$ cat src/rtl/vga_pkg.sv
// Shared constants for the VGA frame path: default 640x480@60 timing,
// framebuffer geometry and small helpers used by the counters.
package vga_pkg;

   // Default horizontal timing (pixels), region order: visible, FP, sync, BP
   localparam int H_VISIBLE    = 640;
   localparam int H_FP         = 16;
   localparam int H_SYNC       = 96;
   localparam int H_BP         = 48;
   localparam int H_TOTAL      = H_VISIBLE + H_FP + H_SYNC + H_BP;
   localparam int H_SYNC_START = H_VISIBLE + H_FP;
   localparam int H_SYNC_END   = H_SYNC_START + H_SYNC - 1;

   // Default vertical timing (lines)
   localparam int V_VISIBLE    = 480;
   localparam int V_FP         = 10;
   localparam int V_SYNC       = 2;
   localparam int V_BP         = 33;
   localparam int V_TOTAL      = V_VISIBLE + V_FP + V_SYNC + V_BP;
   localparam int V_SYNC_START = V_VISIBLE + V_FP;
   localparam int V_SYNC_END   = V_SYNC_START + V_SYNC - 1;

   // Pixel replication and VRAM read latency defaults
   localparam int SCALE  = 5;
   localparam int RD_LAT = 1;

   // Address is {row, col}; each coordinate indexes up to 128 entries
   localparam int ADDR_W  = 14;
   localparam int COORD_W = 7;
   localparam int CNT_W   = 10;

   // Inactive value of one delay-line stage: {video_on, hsync_n, vsync_n}
   localparam logic [2:0] DLY_IDLE = 3'b011;

   // True when lo <= value <= hi (inclusive window test on counter values)
   function automatic logic in_window(input logic [CNT_W-1:0] value,
                                      input logic [CNT_W-1:0] lo,
                                      input logic [CNT_W-1:0] hi);
      return (value >= lo) && (value <= hi);
   endfunction

endpackage

$ cat src/rtl/vga_axis_counter.sv
// Generic wrap counter for one VGA axis. Advances on step, wraps after the
// last position of visible+FP+sync+BP. The visible/sync flags describe either
// the current count or, with LOOKAHEAD set, the count being loaded this cycle
// (used when the output stage must be registered with zero extra latency).
module vga_axis_counter
   import vga_pkg::*;
#(
   parameter int VISIBLE   = 640,
   parameter int FP        = 16,
   parameter int SYNC      = 96,
   parameter int BP        = 48,
   parameter bit LOOKAHEAD = 1'b0
) (
   input  logic             clk,
   input  logic             reset,
   input  logic             step,
   output logic [CNT_W-1:0] count,
   output logic             visible,
   output logic             sync,
   output logic             wrap
);

   localparam int TOTAL = VISIBLE + FP + SYNC + BP;
   localparam logic [CNT_W-1:0] LAST    = CNT_W'(TOTAL - 1);
   localparam logic [CNT_W-1:0] ZERO    = CNT_W'(0);
   localparam logic [CNT_W-1:0] VIS_END = CNT_W'(VISIBLE - 1);
   localparam logic [CNT_W-1:0] SYNC_LO = CNT_W'(VISIBLE + FP);
   localparam logic [CNT_W-1:0] SYNC_HI = CNT_W'(VISIBLE + FP + SYNC - 1);

   if (TOTAL > (1 << CNT_W)) begin : g_total_too_big
      $error("vga_axis_counter: axis total does not fit the counter width");
   end

   logic [CNT_W-1:0] count_d;
   logic [CNT_W-1:0] count_q;
   logic [CNT_W-1:0] probe_s;

   // Next count, wrap pulse and region flags
   always_comb begin
      count_d = count_q;
      wrap    = 1'b0;
      if (step) begin
         if (count_q == LAST) begin
            count_d = ZERO;
            wrap    = 1'b1;
         end else begin
            count_d = count_q + CNT_W'(1);
         end
      end else begin
         count_d = count_q;
      end
      probe_s = LOOKAHEAD ? count_d : count_q;
      visible = in_window(probe_s, ZERO, VIS_END);
      sync    = in_window(probe_s, SYNC_LO, SYNC_HI);
   end

   // Counter register with synchronous reset
   always_ff @(posedge clk) begin
      if (reset) begin
         count_q <= ZERO;
      end else begin
         count_q <= count_d;
      end
   end

   assign count = count_q;

endmodule

$ cat src/rtl/vga_frame_controller.sv
// VGA frame sequencer: H/V timing, 128x96 framebuffer addressing with SCALE x
// SCALE pixel replication, and a sync/video-enable delay line matching the
// VRAM read latency. Every state element advances only on pix_en.
module vga_frame_controller
   import vga_pkg::ADDR_W, vga_pkg::COORD_W, vga_pkg::CNT_W, vga_pkg::DLY_IDLE;
#(
   parameter int H_VISIBLE = vga_pkg::H_VISIBLE,
   parameter int H_FP      = vga_pkg::H_FP,
   parameter int H_SYNC    = vga_pkg::H_SYNC,
   parameter int H_BP      = vga_pkg::H_BP,
   parameter int V_VISIBLE = vga_pkg::V_VISIBLE,
   parameter int V_FP      = vga_pkg::V_FP,
   parameter int V_SYNC    = vga_pkg::V_SYNC,
   parameter int V_BP      = vga_pkg::V_BP,
   parameter int SCALE     = vga_pkg::SCALE,
   parameter int RD_LAT    = vga_pkg::RD_LAT
) (
   input  logic              clk,
   input  logic              reset,
   input  logic              pix_en,
   output logic [ADDR_W-1:0] address,
   output logic              video_on,
   output logic              VGA_HSYNC,
   output logic              VGA_VSYNC,
   output logic              frame_start
);

   localparam int COLS  = H_VISIBLE / SCALE;
   localparam int ROWS  = V_VISIBLE / SCALE;
   localparam int REP_W = (SCALE > 1) ? $clog2(SCALE) : 1;
   localparam logic [REP_W-1:0] REP_LAST = REP_W'(SCALE - 1);
   localparam logic [CNT_W-1:0] H_LAST_VIS = CNT_W'(H_VISIBLE - 1);
   localparam logic [CNT_W-1:0] V_LAST_VIS = CNT_W'(V_VISIBLE - 1);
   localparam logic [CNT_W-1:0] V_VIS      = CNT_W'(V_VISIBLE);
   // RD_LAT=0 still needs one register, fed from the position being loaded
   localparam int NSTG      = (RD_LAT == 0) ? 1 : RD_LAT;
   localparam bit LOOKAHEAD = (RD_LAT == 0);

   if (COLS > 128) begin : g_cols_too_many
      $error("vga_frame_controller: H_VISIBLE/SCALE exceeds 128 columns");
   end
   if (ROWS > 128) begin : g_rows_too_many
      $error("vga_frame_controller: V_VISIBLE/SCALE exceeds 128 rows");
   end
   if ((RD_LAT < 0) || (RD_LAT > 3)) begin : g_bad_lat
      $error("vga_frame_controller: RD_LAT must be 0..3");
   end

   logic [CNT_W-1:0]   hcount_s;
   logic [CNT_W-1:0]   vcount_s;
   logic               h_vis_s;
   logic               h_sync_s;
   logic               h_wrap_s;
   logic               v_vis_s;
   logic               v_sync_s;
   logic               v_wrap_s;
   logic [2:0]         cur_s;

   logic [REP_W-1:0]   hrep_d, hrep_q;
   logic [REP_W-1:0]   vrep_d, vrep_q;
   logic [COORD_W-1:0] col_d, col_q;
   logic [COORD_W-1:0] row_d, row_q;
   logic               first_d, first_q;
   logic [2:0]         dly_d [NSTG];
   logic [2:0]         dly_q [NSTG];

   vga_axis_counter #(
      .VISIBLE   (H_VISIBLE),
      .FP        (H_FP),
      .SYNC      (H_SYNC),
      .BP        (H_BP),
      .LOOKAHEAD (LOOKAHEAD)
   ) u_hcnt (
      .clk     (clk),
      .reset   (reset),
      .step    (pix_en),
      .count   (hcount_s),
      .visible (h_vis_s),
      .sync    (h_sync_s),
      .wrap    (h_wrap_s)
   );

   vga_axis_counter #(
      .VISIBLE   (V_VISIBLE),
      .FP        (V_FP),
      .SYNC      (V_SYNC),
      .BP        (V_BP),
      .LOOKAHEAD (LOOKAHEAD)
   ) u_vcnt (
      .clk     (clk),
      .reset   (reset),
      .step    (h_wrap_s),
      .count   (vcount_s),
      .visible (v_vis_s),
      .sync    (v_sync_s),
      .wrap    (v_wrap_s)
   );

   // Replication counters, frame-start arming and delay-line shifting
   always_comb begin
      hrep_d  = hrep_q;
      vrep_d  = vrep_q;
      col_d   = col_q;
      row_d   = row_q;
      first_d = first_q;
      for (int i = 0; i < NSTG; i++) begin
         dly_d[i] = dly_q[i];
      end
      cur_s = {h_vis_s & v_vis_s, ~h_sync_s, ~v_sync_s};

      if (pix_en) begin
         // Column advances inside visible lines; cleared when leaving the
         // visible span of the line and throughout vertical blanking
         if ((hcount_s < H_LAST_VIS) && (vcount_s < V_VIS)) begin
            if (hrep_q == REP_LAST) begin
               hrep_d = {REP_W{1'b0}};
               col_d  = col_q + COORD_W'(1);
            end else begin
               hrep_d = hrep_q + REP_W'(1);
            end
         end else begin
            hrep_d = {REP_W{1'b0}};
            col_d  = {COORD_W{1'b0}};
         end

         // Row advances once per SCALE visible lines, cleared after the last
         if (h_wrap_s) begin
            if (vcount_s < V_LAST_VIS) begin
               if (vrep_q == REP_LAST) begin
                  vrep_d = {REP_W{1'b0}};
                  row_d  = row_q + COORD_W'(1);
               end else begin
                  vrep_d = vrep_q + REP_W'(1);
               end
            end else begin
               vrep_d = {REP_W{1'b0}};
               row_d  = {COORD_W{1'b0}};
            end
         end else begin
            vrep_d = vrep_q;
            row_d  = row_q;
         end

         first_d  = 1'b0;
         dly_d[0] = cur_s;
         for (int i = 1; i < NSTG; i++) begin
            dly_d[i] = dly_q[i-1];
         end
      end else begin
         first_d = first_q;
      end
   end

   // frame_start is qualified by pix_en so it is one clk wide at any pix rate
   always_comb begin
      frame_start = 1'b0;
      if (reset) begin
         frame_start = 1'b0;
      end else begin
         frame_start = (pix_en & first_q) | v_wrap_s;
      end
   end

   // State registers with synchronous reset to pixel (0,0)
   always_ff @(posedge clk) begin
      if (reset) begin
         hrep_q  <= {REP_W{1'b0}};
         vrep_q  <= {REP_W{1'b0}};
         col_q   <= {COORD_W{1'b0}};
         row_q   <= {COORD_W{1'b0}};
         first_q <= 1'b1;
         for (int i = 0; i < NSTG; i++) begin
            dly_q[i] <= DLY_IDLE;
         end
      end else begin
         hrep_q  <= hrep_d;
         vrep_q  <= vrep_d;
         col_q   <= col_d;
         row_q   <= row_d;
         first_q <= first_d;
         for (int i = 0; i < NSTG; i++) begin
            dly_q[i] <= dly_d[i];
         end
      end
   end

   assign address = {row_q, col_q};
   assign {video_on, VGA_HSYNC, VGA_VSYNC} = dly_q[NSTG-1];

endmodule

$ cat config.mk
export PLATFORM = sky130hd
export DESIGN_NAME = vga_frame_controller
export DESIGN_NICKNAME = d
export VERILOG_FILES = /design/src/rtl/vga_pkg.sv /design/src/rtl/vga_axis_counter.sv /design/src/rtl/vga_frame_controller.sv
export SDC_FILE = /design/constraint.sdc
export NUM_CORES = 1
export LEC_CHECK = 0
export ABC_AREA = 1
export CELL_PAD_IN_SITES_DETAIL_PLACEMENT = 1
export CELL_PAD_IN_SITES_GLOBAL_PLACEMENT = 2
export CORE_MARGIN = 2
export CORE_UTILIZATION = 34
export DETAILED_ROUTE_END_ITERATION = 16
export PLACE_DENSITY = 0.83
export SETUP_SLACK_MARGIN = 0.3
export SLEW_MARGIN = 30
export SYNTH_ARGS = -nofsm -noshare
export SYNTH_HDL_FRONTEND = slang
export SYNTH_SLANG_ARGS = --single-unit
$ cat constraint.sdc
create_clock -name clk -period 3.85 [get_ports clk]
set_input_delay 0.385 -clock clk [delete_from_list [all_inputs] [get_ports clk]]
set_output_delay 0.385 -clock clk [all_outputs]
set_load 0.05 [all_outputs]
== After elaboration in Yosys (flattened, before gate mapping) ==
Memories as Yosys holds them, arrays and structs flattened.
Cells that the tools add are included.

* Register bits after elaboration: 41
* Latch bits: 0
* Bits in writable memories: 3
* Bits in read-only memories: 0
* Input port bits: 3
* Output and inout port bits: 18
* Word-level logic and storage cells: 66
* Memories kept: 1

* $add $sub $neg: 6
* $mul: 0
* Divide/modulo/power cells: 0
* Magnitude comparators: 11
* Eq/ne operators: 6
* Shifts and indexed selects: 0
* Muxes and demuxes: 21
* Bitwise gates (word level): 5
* Reductions and logical operators: 9

{| class="wikitable"
|+ Memory list
! memory !! depth !! bits a word !! read ports !! clocked after Yosys merged registers in !! write ports !! RTL line !! RTL
|-
| dly_q || 1 || 3 || 1 || 0 || 1 || vga_frame_controller.sv:65 || <nowiki>logic [2:0] dly_q [NSTG];</nowiki>
|}

{| class="wikitable"
|+ Operators with widths
! cell !! count
|-
| 7-bit 2-to-1 mux || 4
|-
| 10-bit by 1-bit adder with 10-bit output (second input constant) || 2
|-
| 10-bit == test (second input constant) || 2
|-
| 10-bit by 1-bit >= comparator with 1-bit output (second input constant) || 2
|-
| 10-bit less-or-equal comparator (second input constant) || 2
|-
| 10-bit by 9-bit less-or-equal comparator with 1-bit output (second input constant) || 2
|-
| 10-bit by 9-bit less-than comparator with 1-bit output (second input constant) || 2
|-
| 10-bit 2-to-1 mux || 2
|-
| 3-bit 2-to-1 mux || 6
|-
| 7-bit by 1-bit adder with 7-bit output (second input constant) || 2
|-
| 10-bit >= comparator (second input constant) || 1
|-
| 10-bit by 9-bit >= comparator with 1-bit output (second input constant) || 1
|-
| 10-bit less-than comparator (second input constant) || 1
|-
| 1-bit 2-to-1 mux || 9
|-
| 3-bit by 1-bit adder with 3-bit output (second input constant) || 2
|-
| 3-bit == test (second input constant) || 2
|-
| 1-bit logical AND || 5
|-
| 2-bit by 1-bit != test with 1-bit output (second input constant) || 2
|-
| 2-bit AND reduction || 2
|-
| 3-bit AND reduction || 1
|-
| 3-bit OR reduction || 1
|-
| 1-bit bitwise AND || 2
|-
| 1-bit NOT || 2
|-
| 1-bit OR || 1
|}

== Longest topological paths before layout ==
* Depth after elaboration: 6
* Gate-level depth with buffers: 10
* Gate-level depth less buffers: 9

== By module ==
A second synthesis with hierarchy kept.

* Cells, all modules: 376
* Area, all modules: 2563.7 um^2

{| class="wikitable"
|+ Modules (own cells, without submodules)
! module !! times used !! cells an instance !! area an instance (um^2) !! sequential area each (um^2)
|-
| vga_frame_controller || 1 || 211 || 1423.9 || 480.5
|-
| vga_axis_counter at u_vcnt || 1 || 85 || 590.6 || 200.2
|-
| vga_axis_counter at u_hcnt || 1 || 80 || 549.3 || 200.2
|}

== Worst setup path before layout ==
Ideal clock, no wire load.

* Kind: reg2out
* From: register u_hcnt.count_q[0], in the netlist u_hcnt.count[0]
* To: output port frame_start
* Arrival: 1.858 ns
* Data required time: 3.465 ns
* Setup slack: 1.607 ns
* Stages on the path, launching flop included: 8
* Path buffers: 0
* Cells stage by stage: dfxtp_1 > ha_1 > nand2_1 > nor2_4 > nand3_2 > inv_1 > nand2_1 > a21oi_1

* Cells in the longest elaborated chain, start to end: 6

{| class="wikitable"
|+ RTL lines
! element !! RTL line !! RTL
|-
| start: declaration || vga_axis_counter.sv:35 || <nowiki>logic [CNT_W-1:0] count_q;</nowiki>
|-
| start signal: assignment || vga_axis_counter.sv:62 || <nowiki>count_q <= count_d;</nowiki>
|-
| 10-bit == test || vga_axis_counter.sv:43 || <nowiki>if (count_q == LAST) begin</nowiki>
|-
| 1-bit 2-to-1 mux || vga_axis_counter.sv:43 ||
|-
| 1-bit 2-to-1 mux (2 in a row) || vga_axis_counter.sv:42 || <nowiki>if (step) begin</nowiki>
|-
| 1-bit OR || vga_frame_controller.sv:160 || <nowiki>frame_start = (pix_en & first_q) | v_wrap_s;</nowiki>
|-
| 1-bit 2-to-1 mux || vga_frame_controller.sv:157 || <nowiki>if (reset) begin</nowiki>
|-
| end: declaration || vga_frame_controller.sv:25 || <nowiki>output logic frame_start</nowiki>
|}

Every way passes these cells.

== Worst setup path after layout ==
* From: input port pix_en
* To: output port frame_start

* Cells in the longest elaborated chain, start to end: 4
* Elaborated cells between the ends (all ways): 5
* Classes of those cells: mux (3); bitwise (2)

{| class="wikitable"
|+ RTL lines
! element !! RTL line !! RTL
|-
| start: declaration || vga_frame_controller.sv:20 || <nowiki>input logic pix_en,</nowiki>
|-
| 1-bit 2-to-1 mux (2 in a row) || vga_axis_counter.sv:42 ||
|-
| 1-bit OR (*) || vga_frame_controller.sv:160 ||
|-
| 1-bit 2-to-1 mux (*) || vga_frame_controller.sv:157 ||
|}

Every way passes the cells marked *; elsewhere a longest branch is shown, timed or not.

==> impl_metrics.ini <==
[clock_network]
cts_buffers = 5
cts_buffer_depth = 2
post_cts_resized = 0
clock-root-buffer = clkbuf_8
post_cts_buffers = 0
clkSinkCount = 44
hold_buffers = 0
clkLatencyLatePin_ns = 0.31
cts_tree = yes
clk_pin_slew_ns = 0.08
h-tree-depth = 2

[sta]
relSlewSlack = 0.668
setup_slack_ns = 1.17
rsz0062_at_grt = false
fin_crit_ns = 2.68
fin_worst_skew_ns = 0.00788
post-route-period-util = 0.697
fmax_mhz = 373
slew_violations = 0
hold_violations = 0
setup_viol = 0
fin_setup_tns_ns = 0
worstMarginPinSlew_ns = 0.497

[logic_synthesis]
avgSynthCellArea_um2 = 6.81
synthCells = 351
ys_warn_count = 0
ys_async_sr_fraction = 0
syn_nets = 364
seq_area_frac_synth = 0.368
synth_top_family_by_area = simple AND/OR/NAND/NOR gates
synth-adder-area-share = 0.0523
synth_xor_area_frac = 0.0293
synth-seq-cells = 44
netlist_area_um2 = 2390
synth_compound_area_frac = 0.0900
yosysTopAreaCell = dfxtp_1
netlist.area_leader.share = 0.368
ys.flop_type = dfxtp_1
synth_cell_types = 31
synth_area_leaders = dfxtp_1, nand2_1, inv_1, nor2_1, nand3_1
synthMuxAreaShare = 0.00419
synth_edf_count = 0
synthSimpleGateAreaFrac = 0.361

[power_and_ir_drop]
p_int_w = 0.000621
peakVddDrop_uv = 134
sw_frac_of_total = 0.251
p_seq_frac = 0.563
leakagePower_nw = 1.15
p_sw_w = 0.000208
p_comb_frac = 0.062
power.share.clock = 0.376
power.density_nw_per_um2 = 298

[floorplan]
io_pins = 21
die_w_um = 87.9
fp.dieArea_um2 = 7720
fp-row-count = 30
fp.dieH_um = 87.9
core-area_um2 = 6790
initial_core_util = 0.352

[critical_path]
critPathCaptureType = output pin
cp_max_fo = 21
crit_type = input port to output pin
startpoint_type = input port
regToRegEndpoint = u_vcnt.count[4]
worstPathRequired_ns = 3.46
worstPathArrival_ns = 2.30
reg2reg_setup_slack_ns = 1.91
worstReg2RegStart = u_hcnt.count[0]
cp-startpoint = pix_en
ff2ff_path_depth = 8
crit_end = frame_start

[drt]
drtAntennaViolNets = 0
drt_first_pass_iters = 4
wire_per_inst_um = 13.2
drt_iter0_markers = 30
routed_wirelength_um = 6210
via_per_inst = 4.76
num_vias = 2241
drc_errors = 0

[cells_and_area]
n_antenna_cell = 0
area_delta_synth_final_pct = 16.5
final_common_cell = nand2_1
stdcell_count = 471
drive_gt1_frac = 0.0667
final_nets = 387
layout_common_cells = nand2_1, inv_1, dfxtp_1, nor2_1, nand3_1
nFillCells = 890

[grt]
grt_max_degree = 22
track_usage = 0.185
grt_pass1_wl_um = 11300
grt_pass1_vias = 2363
antenna_found_initial = 0
grt_overflow = 0

[placed_design]
dp.cells = 463
dpl.hpwl_um = 4770
pre_cts_ws_ns = 1.17
portBuffers = 20
gp_congestion = 0.765

[outcome]
status = finished, final reports clean

[hold_path]
hold_class = register to register

[job]
drv_cap = 0
## worst min path at each step
| stage | from | end | slack [ns] | cells after the start |
|---|---|---|---|---|
| after floorplan | first_q | first_q | 0.42 | 2 |
| after global placement | first_q | first_q | 0.43 | 2 |
| after detailed placement | first_q | first_q | 0.46 | 2 |
| after CTS | first_q | first_q | 0.47 | 2 |
| after global routing | first_q | first_q | 0.51 | 2 |
| final | first_q | first_q | 0.47 | 2 |
## metrics by stage
stage                     area, um^2  power (W)  hold WS (ns)   util
after floorplan                 2390   0.000511         0.419      -
after global placement          2690   0.000528         0.428  0.396
after detailed placement        2690   0.000529         0.458  0.396
after CTS                       2790   0.000845         0.473  0.410
after global routing            2790   0.000870         0.506  0.410
final                           2790   0.000829         0.471  0.410
## routing by layer
| metal | track usage | wire [um] | up-vias |
|---|---|---|---|
| li1 | - | - | 1172 |
| met1 | 0.246 | 3110 | 1045 |
| met2 | 0.309 | 2870 | 18 |
| met3 | 0.0320 | 153 | 6 |
| met4 | 0.0503 | 76 | 0 |
| met5 | 0 | 0 | - |
## worst max-delay path, stage by stage
cell and delay, ns:
clkdlybuf4s50_1 0.46, buf_4 0.23, nand2_1 0.08, nor2_1 0.11
nand3_2 0.25, inv_1 0.30, nand2_1 0.13, a21oi_1 0.14
buf_4 0.21
## power by group through the flow
stage	Clock, W	Sequential [W]	Combinational, W
2_1_floorplan	0	0.000482	0.0000285
4_1_cts	0.000327	0.000466	0.0000524
3_5_place_dp	0	0.000477	0.0000522
5_1_grt	0.000343	0.000468	0.0000589
6_report	0.000311	0.000466	0.0000512
3_3_place_gp	0	0.000477	0.0000511
## state kept, by name, summed over array words and instances, names as in the netlist
| signal | count |
|---|---|
| first_q | 1 |
| u_hcnt.count | 10 |
| col_q | 7 |
| row_q | 7 |
| hrep_q | 3 |
| dly_q | 3 |
| vrep_q | 3 |
| u_vcnt.count | 10 |
## synthesized netlist by cell type, types with 2 or more instances
library cell	number
dfxtp_1	44
nand2_1	80
inv_1	51
nor2_2	3
nand3_1	27
a21oi_1	19
clkbuf_1	3
nand3_2	2
nor2_1	42
o21ai_0	18
nand2_2	4
xnor2_1	2
xor2_1	6
ha_1	10
nor2_4	2
nor3b_1	2
nor3_1	9
nand4_1	14
## cell type report
type | instances | area, um^2 | area share
clock buffer | 6 | 82.6 | 0.0296
multi-input combinational | 249 | 1280 | 0.461
tap | 96 | 120 | 0.0431
sequential | 44 | 881 | 0.316
timing repair buffer | 22 | 213 | 0.0764
clock inverter | 2 | 10.0 | 0.00359
inverter | 52 | 195 | 0.0701
## logic make-up after synthesis
logic type      Yosys count
xor+xnor                  8
buf+inv                  58
compound gates           41
simple gates            189
mux                       1
flops                    44
fa+ha+maj                10
Power figures use the tool's default switching activity.
